===== src/rtl/wb_pkg.sv =====
// Shared constants and types for the Dioptase writeback stage.
package wb_pkg;

   localparam logic [7:0] EXC_BUS        = 8'h02;
   localparam logic [7:0] EXC_MISALIGNED = 8'h03;
   localparam logic [4:0] PRIV_RFE       = 5'd2;

   localparam logic [1:0] SZ_BYTE = 2'b00;
   localparam logic [1:0] SZ_HALF = 2'b01;
   localparam logic [1:0] SZ_WORD = 2'b10;

   typedef enum logic {
      IDLE,
      WAIT
   } wb_state_e;

endpackage


===== src/rtl/load_align.sv =====
// Little-endian, zero-extending extraction of a load result from a bus word.
module load_align
   import wb_pkg::*;
(
   input  logic [31:0] i_rdata,
   input  logic [1:0]  i_addr,
   input  logic [1:0]  i_size,
   output logic [31:0] o_data
);

   always_comb begin
      o_data = i_rdata;
      case (i_size)
         SZ_BYTE: o_data = {24'h000000, i_rdata[{i_addr, 3'b000} +: 8]};
         SZ_HALF: o_data = {16'h0000, i_rdata[{i_addr[1], 4'b0000} +: 16]};
         default: o_data = i_rdata;
      endcase
   end

endmodule


===== src/rtl/writeback.sv =====
// Dioptase writeback stage: load merge, register commit, exceptions and load-timeout FSM.
// Optional retired-instruction counter enabled by defining WB_RETIRE_COUNT_EN.
module writeback
   import wb_pkg::*;
#(
   parameter int unsigned LOAD_TIMEOUT = 255
) (
   input  logic        clk,
   input  logic        rst,
   input  logic        clk_en,
   input  logic        halt,
   input  logic        bubble_in,
   input  logic [4:0]  opcode_in,
   input  logic [4:0]  tgt_in_1,
   input  logic [4:0]  tgt_in_2,
   input  logic [31:0] result_in_1,
   input  logic [31:0] result_in_2,
   input  logic [31:0] addr_in,
   input  logic        is_load,
   input  logic        is_store,
   input  logic        is_misaligned,
   input  logic        tgts_cr,
   input  logic [1:0]  mem_size_in,
   input  logic [31:0] mem_pc_in,
   input  logic [7:0]  exc_in,
   input  logic [4:0]  priv_type,
   input  logic [3:0]  flags_in,
   input  logic [31:0] dmem_rdata,
   input  logic        dmem_rvalid,
   output logic        stall_out,
   output logic        rf_we_1,
   output logic [4:0]  rf_tgt_1,
   output logic [31:0] rf_data_1,
   output logic        rf_we_2,
   output logic [4:0]  rf_tgt_2,
   output logic [31:0] rf_data_2,
   output logic        cr_we,
   output logic [4:0]  cr_tgt,
   output logic [31:0] cr_data,
   output logic [3:0]  flags_out,
   output logic        exc_out_wb,
   output logic        rfe_out_wb,
   output logic [7:0]  exc_code_out,
   output logic [31:0] epc_out
`ifdef WB_RETIRE_COUNT_EN
   ,
   output logic [63:0] instret
`endif
);

   localparam logic [7:0] TimeoutC = 8'(LOAD_TIMEOUT);

   wb_state_e   r_state, w_state_nxt;
   logic [7:0]  r_count, w_count_nxt;
   logic        r_squash;
   logic [4:0]  r_tgt;
   logic [1:0]  r_addr_lo, r_size;
   logic [31:0] r_pc;

   logic        w_en, w_valid, w_capture, w_retire, w_exc, w_rfe, w_stall;
   logic        w_rf_we_1, w_rf_we_2, w_cr_we;
   logic [4:0]  w_rf_tgt_1, w_rf_tgt_2, w_cr_tgt;
   logic [31:0] w_rf_data_1, w_rf_data_2, w_cr_data, w_epc, w_load_data;
   logic [3:0]  w_flags;
   logic [7:0]  w_exc_code;
   logic [1:0]  w_la_addr, w_la_size;
   logic        w_unused_inputs;

   assign w_unused_inputs = ^{addr_in[31:2], opcode_in};

   assign w_en    = clk_en & ~halt;
   assign w_valid = ~bubble_in & ~r_squash;

   // While waiting, the captured slot fields drive the aligner.
   assign w_la_addr = (r_state == WAIT) ? r_addr_lo : addr_in[1:0];
   assign w_la_size = (r_state == WAIT) ? r_size : mem_size_in;

   load_align u_load_align (
      .i_rdata (dmem_rdata),
      .i_addr  (w_la_addr),
      .i_size  (w_la_size),
      .o_data  (w_load_data)
   );

   assign stall_out = w_stall;

   always_comb begin
      w_state_nxt = r_state;
      w_count_nxt = r_count;
      w_capture   = 1'b0;
      w_stall     = 1'b0;
      w_rf_we_1   = 1'b0;
      w_rf_tgt_1  = rf_tgt_1;
      w_rf_data_1 = rf_data_1;
      w_rf_we_2   = 1'b0;
      w_rf_tgt_2  = rf_tgt_2;
      w_rf_data_2 = rf_data_2;
      w_cr_we     = 1'b0;
      w_cr_tgt    = cr_tgt;
      w_cr_data   = cr_data;
      w_flags     = flags_out;
      w_exc       = 1'b0;
      w_exc_code  = exc_code_out;
      w_epc       = epc_out;
      w_rfe       = 1'b0;
      w_retire    = 1'b0;
      unique case (r_state)
         IDLE: begin
            if (w_valid) begin
               if (exc_in != 8'h00) begin
                  w_exc      = 1'b1;
                  w_exc_code = exc_in;
                  w_epc      = mem_pc_in;
               end else if ((is_load | is_store) && is_misaligned) begin
                  w_exc      = 1'b1;
                  w_exc_code = EXC_MISALIGNED;
                  w_epc      = mem_pc_in;
               end else if (priv_type == PRIV_RFE) begin
                  w_rfe    = 1'b1;
                  w_retire = 1'b1;
               end else if (is_load) begin
                  if (dmem_rvalid) begin
                     w_rf_we_1   = (tgt_in_1 != 5'd0);
                     w_rf_tgt_1  = tgt_in_1;
                     w_rf_data_1 = w_load_data;
                     w_retire    = 1'b1;
                  end else begin
                     w_stall     = 1'b1;
                     w_state_nxt = WAIT;
                     w_count_nxt = 8'd1;
                     w_capture   = 1'b1;
                  end
               end else begin
                  if (tgts_cr) begin
                     w_cr_we   = 1'b1;
                     w_cr_tgt  = tgt_in_1;
                     w_cr_data = result_in_1;
                  end else begin
                     w_rf_we_1   = (tgt_in_1 != 5'd0);
                     w_rf_tgt_1  = tgt_in_1;
                     w_rf_data_1 = result_in_1;
                  end
                  w_rf_we_2   = (tgt_in_2 != 5'd0);
                  w_rf_tgt_2  = tgt_in_2;
                  w_rf_data_2 = result_in_2;
                  w_flags     = flags_in;
                  w_retire    = 1'b1;
               end
            end
         end
         WAIT: begin
            w_count_nxt = r_count + 8'd1;
            // Data arriving on the timeout cycle still wins over the bus error.
            if (dmem_rvalid) begin
               w_rf_we_1   = (r_tgt != 5'd0);
               w_rf_tgt_1  = r_tgt;
               w_rf_data_1 = w_load_data;
               w_retire    = 1'b1;
               w_state_nxt = IDLE;
               w_count_nxt = 8'd0;
            end else if (r_count >= TimeoutC) begin
               w_exc       = 1'b1;
               w_exc_code  = EXC_BUS;
               w_epc       = r_pc;
               w_state_nxt = IDLE;
               w_count_nxt = 8'd0;
            end else begin
               w_stall = 1'b1;
            end
         end
         default: ;
      endcase
   end

   always_ff @(posedge clk) begin
      if (rst) begin
         r_state      <= IDLE;
         r_count      <= 8'd0;
         r_squash     <= 1'b0;
         r_tgt        <= 5'd0;
         r_addr_lo    <= 2'b00;
         r_size       <= 2'b00;
         r_pc         <= 32'd0;
         rf_we_1      <= 1'b0;
         rf_tgt_1     <= 5'd0;
         rf_data_1    <= 32'd0;
         rf_we_2      <= 1'b0;
         rf_tgt_2     <= 5'd0;
         rf_data_2    <= 32'd0;
         cr_we        <= 1'b0;
         cr_tgt       <= 5'd0;
         cr_data      <= 32'd0;
         flags_out    <= 4'd0;
         exc_out_wb   <= 1'b0;
         rfe_out_wb   <= 1'b0;
         exc_code_out <= 8'd0;
         epc_out      <= 32'd0;
      end else if (!w_en) begin
         rf_we_1    <= 1'b0;
         rf_we_2    <= 1'b0;
         cr_we      <= 1'b0;
         exc_out_wb <= 1'b0;
         rfe_out_wb <= 1'b0;
      end else begin
         r_state      <= w_state_nxt;
         r_count      <= w_count_nxt;
         r_squash     <= w_exc | w_rfe;
         if (w_capture) begin
            r_tgt     <= tgt_in_1;
            r_addr_lo <= addr_in[1:0];
            r_size    <= mem_size_in;
            r_pc      <= mem_pc_in;
         end
         rf_we_1      <= w_rf_we_1;
         rf_tgt_1     <= w_rf_tgt_1;
         rf_data_1    <= w_rf_data_1;
         rf_we_2      <= w_rf_we_2;
         rf_tgt_2     <= w_rf_tgt_2;
         rf_data_2    <= w_rf_data_2;
         cr_we        <= w_cr_we;
         cr_tgt       <= w_cr_tgt;
         cr_data      <= w_cr_data;
         flags_out    <= w_flags;
         exc_out_wb   <= w_exc;
         rfe_out_wb   <= w_rfe;
         exc_code_out <= w_exc_code;
         epc_out      <= w_epc;
      end
   end

`ifdef WB_RETIRE_COUNT_EN
   logic [63:0] r_instret;

   always_ff @(posedge clk) begin
      if (rst) begin
         r_instret <= 64'd0;
      end else if (w_en && w_retire) begin
         r_instret <= r_instret + 64'd1;
      end
   end

   assign instret = r_instret;
`else
   logic w_unused_retire;
   assign w_unused_retire = w_retire;
`endif

endmodule


===== config.mk =====
export PLATFORM = sky130hd
export DESIGN_NAME = writeback
export DESIGN_NICKNAME = d
export VERILOG_FILES = /design/src/rtl/wb_pkg.sv /design/src/rtl/load_align.sv /design/src/rtl/writeback.sv
export SDC_FILE = /design/constraint.sdc
export NUM_CORES = 1
export LEC_CHECK = 0
export BUFFER_PORTS_ARGS = -buffer_cell sky130_fd_sc_hd__buf_2
export CELL_PAD_IN_SITES_DETAIL_PLACEMENT = 2
export CELL_PAD_IN_SITES_GLOBAL_PLACEMENT = 2
export CORE_MARGIN = 3
export CORE_UTILIZATION = 27
export DETAILED_ROUTE_END_ITERATION = 8
export PLACE_DENSITY_LB_ADDON = 0.1
export SYNTH_ARGS = -nofsm -noshare
export SYNTH_HDL_FRONTEND = slang
export SYNTH_SLANG_ARGS = --single-unit

===== constraint.sdc =====
create_clock -name clk -period 3.9 [get_ports clk]
set_input_delay 0.78 -clock clk [delete_from_list [all_inputs] [get_ports clk]]
set_output_delay 0.78 -clock clk [all_outputs]
set_load 0.005 [all_outputs]

==> results.sh, run 1 <==
export IMPL_crit_family="simple AND/OR/NAND/NOR gates"
export IMPL_cp_cell_sequence="buf_2 > or4_4 > or4b_4 > nor4b_1 > a21oi_1 > nor2_1 > buf_2"
export IMPL_synth_compound_area_share_pct=19.2
export IMPL_finalNetCount=1601
export IMPL_clk_latency_ps=530
export IMPL_fin_setup_tns_ps=0
export IMPL_die_h_um=189
export IMPL_drt_total_wl_um=36300
export IMPL_tightestPinTransition_ps=824
export IMPL_synthArstFlopShare_pct=0
export IMPL_cts_root_buf="clkbuf_16"
export IMPL_clock_sinks=211
export IMPL_syn_area_per_cell_sq_um=8.21
export IMPL_synth_top_family_by_area="simple AND/OR/NAND/NOR gates"
export IMPL_drtPass1Iterations=4
export IMPL_cts_tree="built"
export IMPL_yosysUniqueCellTypes=53
export IMPL_overflow=0
export IMPL_post_cts_buffers=0
export IMPL_start_kind="input port"
export IMPL_start_util_pct=27.7
export IMPL_num_rows=66
export IMPL_grt_pass1_wl_um=56600
export IMPL_ctsResizeCount=0
export IMPL_ios=365
export IMPL_cp_arrival_ps=2730
export IMPL_ant_nets=0
export IMPL_cp_slowest_cell="or4b_4"
export IMPL_fin_util_pct=36.6
export IMPL_synth_seq_cells=211
export IMPL_dp_cells=1810
export IMPL_setup_viol=0
export IMPL_grt_usage_pct=19.7
export IMPL_die_area_sq_um=35800
export IMPL_worstSetupEndpointType="output port"
export IMPL_grt_pass1_vias=9848
export IMPL_die_x_um=189
export IMPL_max_freq_mhz=285
export IMPL_drv_slew=0
export IMPL_clk_pin_slew_ps=50
export IMPL_syn_to_final_growth_pct=32.2
export IMPL_vias_per_cell=4.94
export IMPL_synth_xor_area_share_pct=0
export IMPL_slew_headroom_pct=45.1
export IMPL_grt_max_degree=93
export IMPL_yosysSeqAreaShare_pct=46.6
export IMPL_grt_antenna_before_repair=7
export IMPL_power_uw=4940
export IMPL_drv_cap=0
export IMPL_synth_simple_area_share_pct=22.3
export IMPL_fin_cells=1859
export IMPL_wl_per_cell_um=19.5
export IMPL_status="finished, final reports clean"
export IMPL_drt_first_iter_violations=299
export IMPL_syn_inst=1105
export IMPL_synthMuxAreaShare_pct=7.42
export IMPL_syn_cell_area_sq_um=9070
export IMPL_yosysWarnings=0
export IMPL_fin_crit_sh_pct=90.1
export IMPL_critPathRequiredTime_ps=3120
export IMPL_final_hold_viol_count=0
export IMPL_power_leakage_uw=0.00480
export IMPL_ir_drop_mv=0.301
export IMPL_drcViolationCount=0
export IMPL_clockBufferDepth=3
export IMPL_synth_edf_count=0
export IMPL_min_period_ps=3510
export IMPL_layout_drive_gt1_share_pct=28.4
export IMPL_place_hpwl_um=25700
export IMPL_ys_flop_type="dfxtp_1"
export IMPL_skew_ps=8.24
export IMPL_cpPeakStageDelay_ps=600
export IMPL_cp_common_cell="buf_2"
export IMPL_p_per_area_nw_per_um2=412
export IMPL_path_max_fanout=4
export IMPL_cts_made_buffers=26
export IMPL_dr_total_vias=9178
export IMPL_port_buffer_count=329
export IMPL_coreArea_sq_um=32800
export IMPL_hp_class="reg -> reg"
export IMPL_rsz0062_at_grt="no"
export IMPL_htree_levels=1
export IMPL_path_class="in -> out"
export IMPL_place_gp_congestion=0.775
export IMPL_synth_nets=1310
export IMPL_cts_hold_buf=0
export IMPL_synthAdderAreaFrac_pct=0.138
export IMPL_path_buf_inv=2
[worst register-to-register path, stage by stage, from the launching register on]
cell and delay, ps:
dfxtp_4 450, buf_4 380, nor3_1 400, o31ai_1 230, nor3_1 580, o21ai_0 180, a21bo_2 220
[Yosys cell counts (all sizes together) (3+ instances only)]
library cell / count / area, sq um
nand2: 251 / 942
dfxtp: 211 / 4220
a21oi: 152 / 761
clkbuf: 67 / 251
nor2: 66 / 248
mux2i: 65 / 651
a211oi: 53 / 398
nand3: 44 / 220
buf: 21 / 121
nand2b: 20 / 125
o211ai: 17 / 128
o21ai: 17 / 85.1
nor3: 12 / 71.3
or3: 9 / 56.3
inv: 8 / 30.0
o22ai: 8 / 50.1
o41ai: 8 / 70.1
a22o: 7 / 61.3
nor3b: 7 / 52.6
or4: 7 / 60.1
a221oi: 6 / 52.6
and2: 4 / 25.0
and3: 4 / 25.0
nand3b: 4 / 30.0
a31oi: 3 / 18.8
nor2b: 3 / 18.8
nor4: 3 / 40.0
nor4b: 3 / 26.3
[cell families after synthesis]
| logic type | Yosys count |
|---|---|
| AO/OA/AOI/OAI | 284 |
| adder cells (fa/ha/maj) | 1 |
| buffers and inverters | 96 |
| flip-flops | 211 |
| multiplexers | 67 |
| AND/OR/NAND/NOR | 446 |
[final timing paths]
kind	from	to	slack, ps	cells after the start
max reg2reg	r_state	exc_code_out[0]	1410	6
min reg2reg	cr_data[25]	cr_data[25]	450	2
max	exc_in[4]	stall_out	390	7
min	cr_data[25]	cr_data[25]	450	2
[area by class of cell]
type / count / area [sq um]
Timing Repair Buffer: 351 / 1860
Inverter: 8 / 30.0
Antenna cell: 4 / 10.0
Fill cell: 3882 / 20800
Clock buffer: 42 / 772
Sequential cell: 211 / 4230
Tap cell: 442 / 553
Multi-Input combinational cell: 798 / 4480
Clock inverter: 3 / 65.1
[sequential cells by signal (all words and copies together), names as in the netlist, 8 cells and up]
signal,flops
exc_code_out,8
rf_data_2,32
rf_data_1,32
r_count,8
epc_out,32
cr_data,32
r_pc,32
[power breakdown]
part	switching, uW	internal [uW]	total [uW]
Clock	932	1470	2400
Sequential	10.8	2180	2190
Combinational	207	141	348
[layout by cell type (no fill, tap or decap), types with 8 or more instances in the layout]
master	instances
buf_2	328
a21oi_1	151
or3_1	9
o22ai_1	8
mux2i_1	64
o21ai_0	17
o211ai_1	17
nand2b_1	20
nor2_1	66
nor3_1	11
clkbuf_1	11
nand3_1	44
inv_1	8
buf_4	19
clkbuf_16	27
nand2_1	251
o41ai_1	8
dfxtp_1	210
a211oi_1	53
[metrics by stage]
step / hold slack, ps / setup WS (ps) / area (sq um)
after floorplan: 432 / 686 / 9070
after CTS: 454 / 374 / 12000
after detailed placement: 445 / 340 / 11100
final: 447 / 387 / 12000
after global placement: 437 / 356 / 11100
after global routing: 466 / 252 / 12000
[per-layer routing]
metal / up-vias / share of wire, % / GRT usage [%]
li1: 4450 / - / -
met1: 4456 / 42 / 24.5
met2: 224 / 49 / 33.6
met3: 40 / 7.6 / 6.13
met4: 8 / 1.7 / 3.95
met5: - / 0.13 / 0
Note: power is estimated with default switching activity, not from simulation.
==> inputs of run 2 (changes only) <==
==> constraint.sdc (replaced) <==
create_clock -name clk -period 3.7 [get_ports clk]
set_input_delay 0.74 -clock clk [delete_from_list [all_inputs] [get_ports clk]]
set_output_delay 0.74 -clock clk [all_outputs]
set_load 0.005 [all_outputs]
==> run 2 against run 1 <==
Net effect: total power rose by 9.1%; count of clock-buffer cells in the layout fell by 2; first-iteration DRC count fell by 5.7%; routed wire length rose by 0.60%; clock skew rose by 4.4 ps; final area rose by 0.69%; critical path depth did not move; critical path type unchanged; largest power group unchanged.
==> results.sh, run 2 (same netlist as run 1, synthesis figures left out) <==
export IMPL_status="finished, final reports clean"
export IMPL_ios=365
export IMPL_cp_common_cell="buf_2"
export IMPL_die_x_um=189
export IMPL_vias_per_cell=4.97
export IMPL_setup_viol=0
export IMPL_path_buf_inv=2
export IMPL_path_max_fanout=7
export IMPL_ctsResizeCount=0
export IMPL_hp_class="in -> reg"
export IMPL_clk_pin_slew_ps=60
export IMPL_max_freq_mhz=293
export IMPL_clk_latency_ps=540
export IMPL_drt_first_iter_violations=282
export IMPL_place_hpwl_um=25900
export IMPL_cts_made_buffers=27
export IMPL_min_period_ps=3410
export IMPL_grt_max_degree=98
export IMPL_ir_drop_mv=0.289
export IMPL_p_per_area_nw_per_um2=446
export IMPL_critPathRequiredTime_ps=2960
export IMPL_crit_family="simple AND/OR/NAND/NOR gates"
export IMPL_finalNetCount=1604
export IMPL_grt_usage_pct=19.8
export IMPL_cts_hold_buf=0
export IMPL_fin_crit_sh_pct=92.2
export IMPL_layout_common_cells="328 x buf_2, 251 x nand2_1, 210 x dfxtp_1"
export IMPL_skew_ps=12.6
export IMPL_worstSetupEndpointType="output port"
export IMPL_cp_slowest_cell="or4b_4"
export IMPL_final_hold_viol_count=0
export IMPL_tightestPinTransition_ps=830
export IMPL_rsz0062_at_grt="no"
export IMPL_wl_per_cell_um=19.6
export IMPL_die_h_um=189
export IMPL_overflow=0
export IMPL_postPlaceCellArea_sq_um=11100
export IMPL_cp_cell_sequence="buf_2 > or4_4 > or4b_4 > nor4b_1 > a21oi_1 > nor2_1 > buf_2"
export IMPL_drv_cap=0
export IMPL_place_gp_congestion=0.775
export IMPL_ant_nets=0
export IMPL_path_class="in -> out"
export IMPL_final_common_cell="buf_2"
export IMPL_power_uw=5390
export IMPL_coreArea_sq_um=32800
export IMPL_die_area_sq_um=35800
export IMPL_fin_cells=1866
export IMPL_fin_util_pct=36.8
export IMPL_dp_cells=1812
export IMPL_drcViolationCount=0
export IMPL_drtPass1Iterations=4
export IMPL_start_kind="input port"
export IMPL_layout_drive_gt1_share_pct=29.2
export IMPL_htree_levels=1
export IMPL_grt_antenna_before_repair=9
export IMPL_cts_root_buf="clkbuf_16"
export IMPL_clock_sinks=211
export IMPL_clockBufferDepth=3
export IMPL_power_leakage_uw=0.00487
export IMPL_start_util_pct=27.7
export IMPL_drv_slew=0
export IMPL_slew_headroom_pct=44.7
export IMPL_post_cts_buffers=0
export IMPL_fin_setup_tns_ps=0
export IMPL_syn_to_final_growth_pct=33.1
export IMPL_final_cell_area_sq_um=12100
export IMPL_num_rows=66
export IMPL_drt_total_wl_um=36500
export IMPL_port_buffer_count=329
export IMPL_cp_arrival_ps=2670
export IMPL_grt_pass1_wl_um=57200
export IMPL_cts_tree="built"
export IMPL_grt_pass1_vias=9924
export IMPL_cpPeakStageDelay_ps=620
export IMPL_dr_total_vias=9275
## run 2: cell count changes in the layout (fill, tap and decap cells not counted), sizes merged
cell	before	now
buf	351	353
clkbuf	42	40
clkinv	1	5
diode	4	5
inv	8	10
## run 2: path summary, 6_finish.rpt
kind	slack [ps]	to	from	depth (start not counted)
min	440	exc_code_out[2]	exc_in[2]	2
min reg2reg	450	cr_data[1]	cr_data[1]	2
max	290	stall_out	exc_in[4]	7
max reg2reg	1080	epc_out[5]	r_state	6
## run 2: area by class of cell
| type | instances | area [sq um] |
|---|---|---|
| inverter | 8 | 30.0 |
| multi-input combinational | 798 | 4480 |
| tap | 442 | 553 |
| clock buffer | 40 | 825 |
| timing repair buffer | 353 | 1850 |
| clock inverter | 9 | 103 |
| fill | 3877 | 20700 |
| antenna | 5 | 12.5 |
| sequential | 211 | 4230 |
## run 2: through the flow
| stage | worst slack [ps] | hold WS, ps |
|---|---|---|
| after floorplan | 566 | 432 |
| after global placement | 258 | 437 |
| after detailed placement | 242 | 448 |
| after CTS | 278 | 414 |
| after global routing | 198 | 424 |
| final | 289 | 438 |
## run 2: per-layer routing
layer | global-route usage (%) | routed length [um]
met4 | 4.35 | 612
met3 | 5.83 | 2530
met5 | 0 | 49
met2 | 33.5 | 17400
met1 | 25.0 | 16000
## run 2: power breakdown
part | switching, uW | total, uW | internal [uW]
logic | 221 | 370 | 149
clock network | 1040 | 2710 | 1670
registers | 10.7 | 2300 | 2290
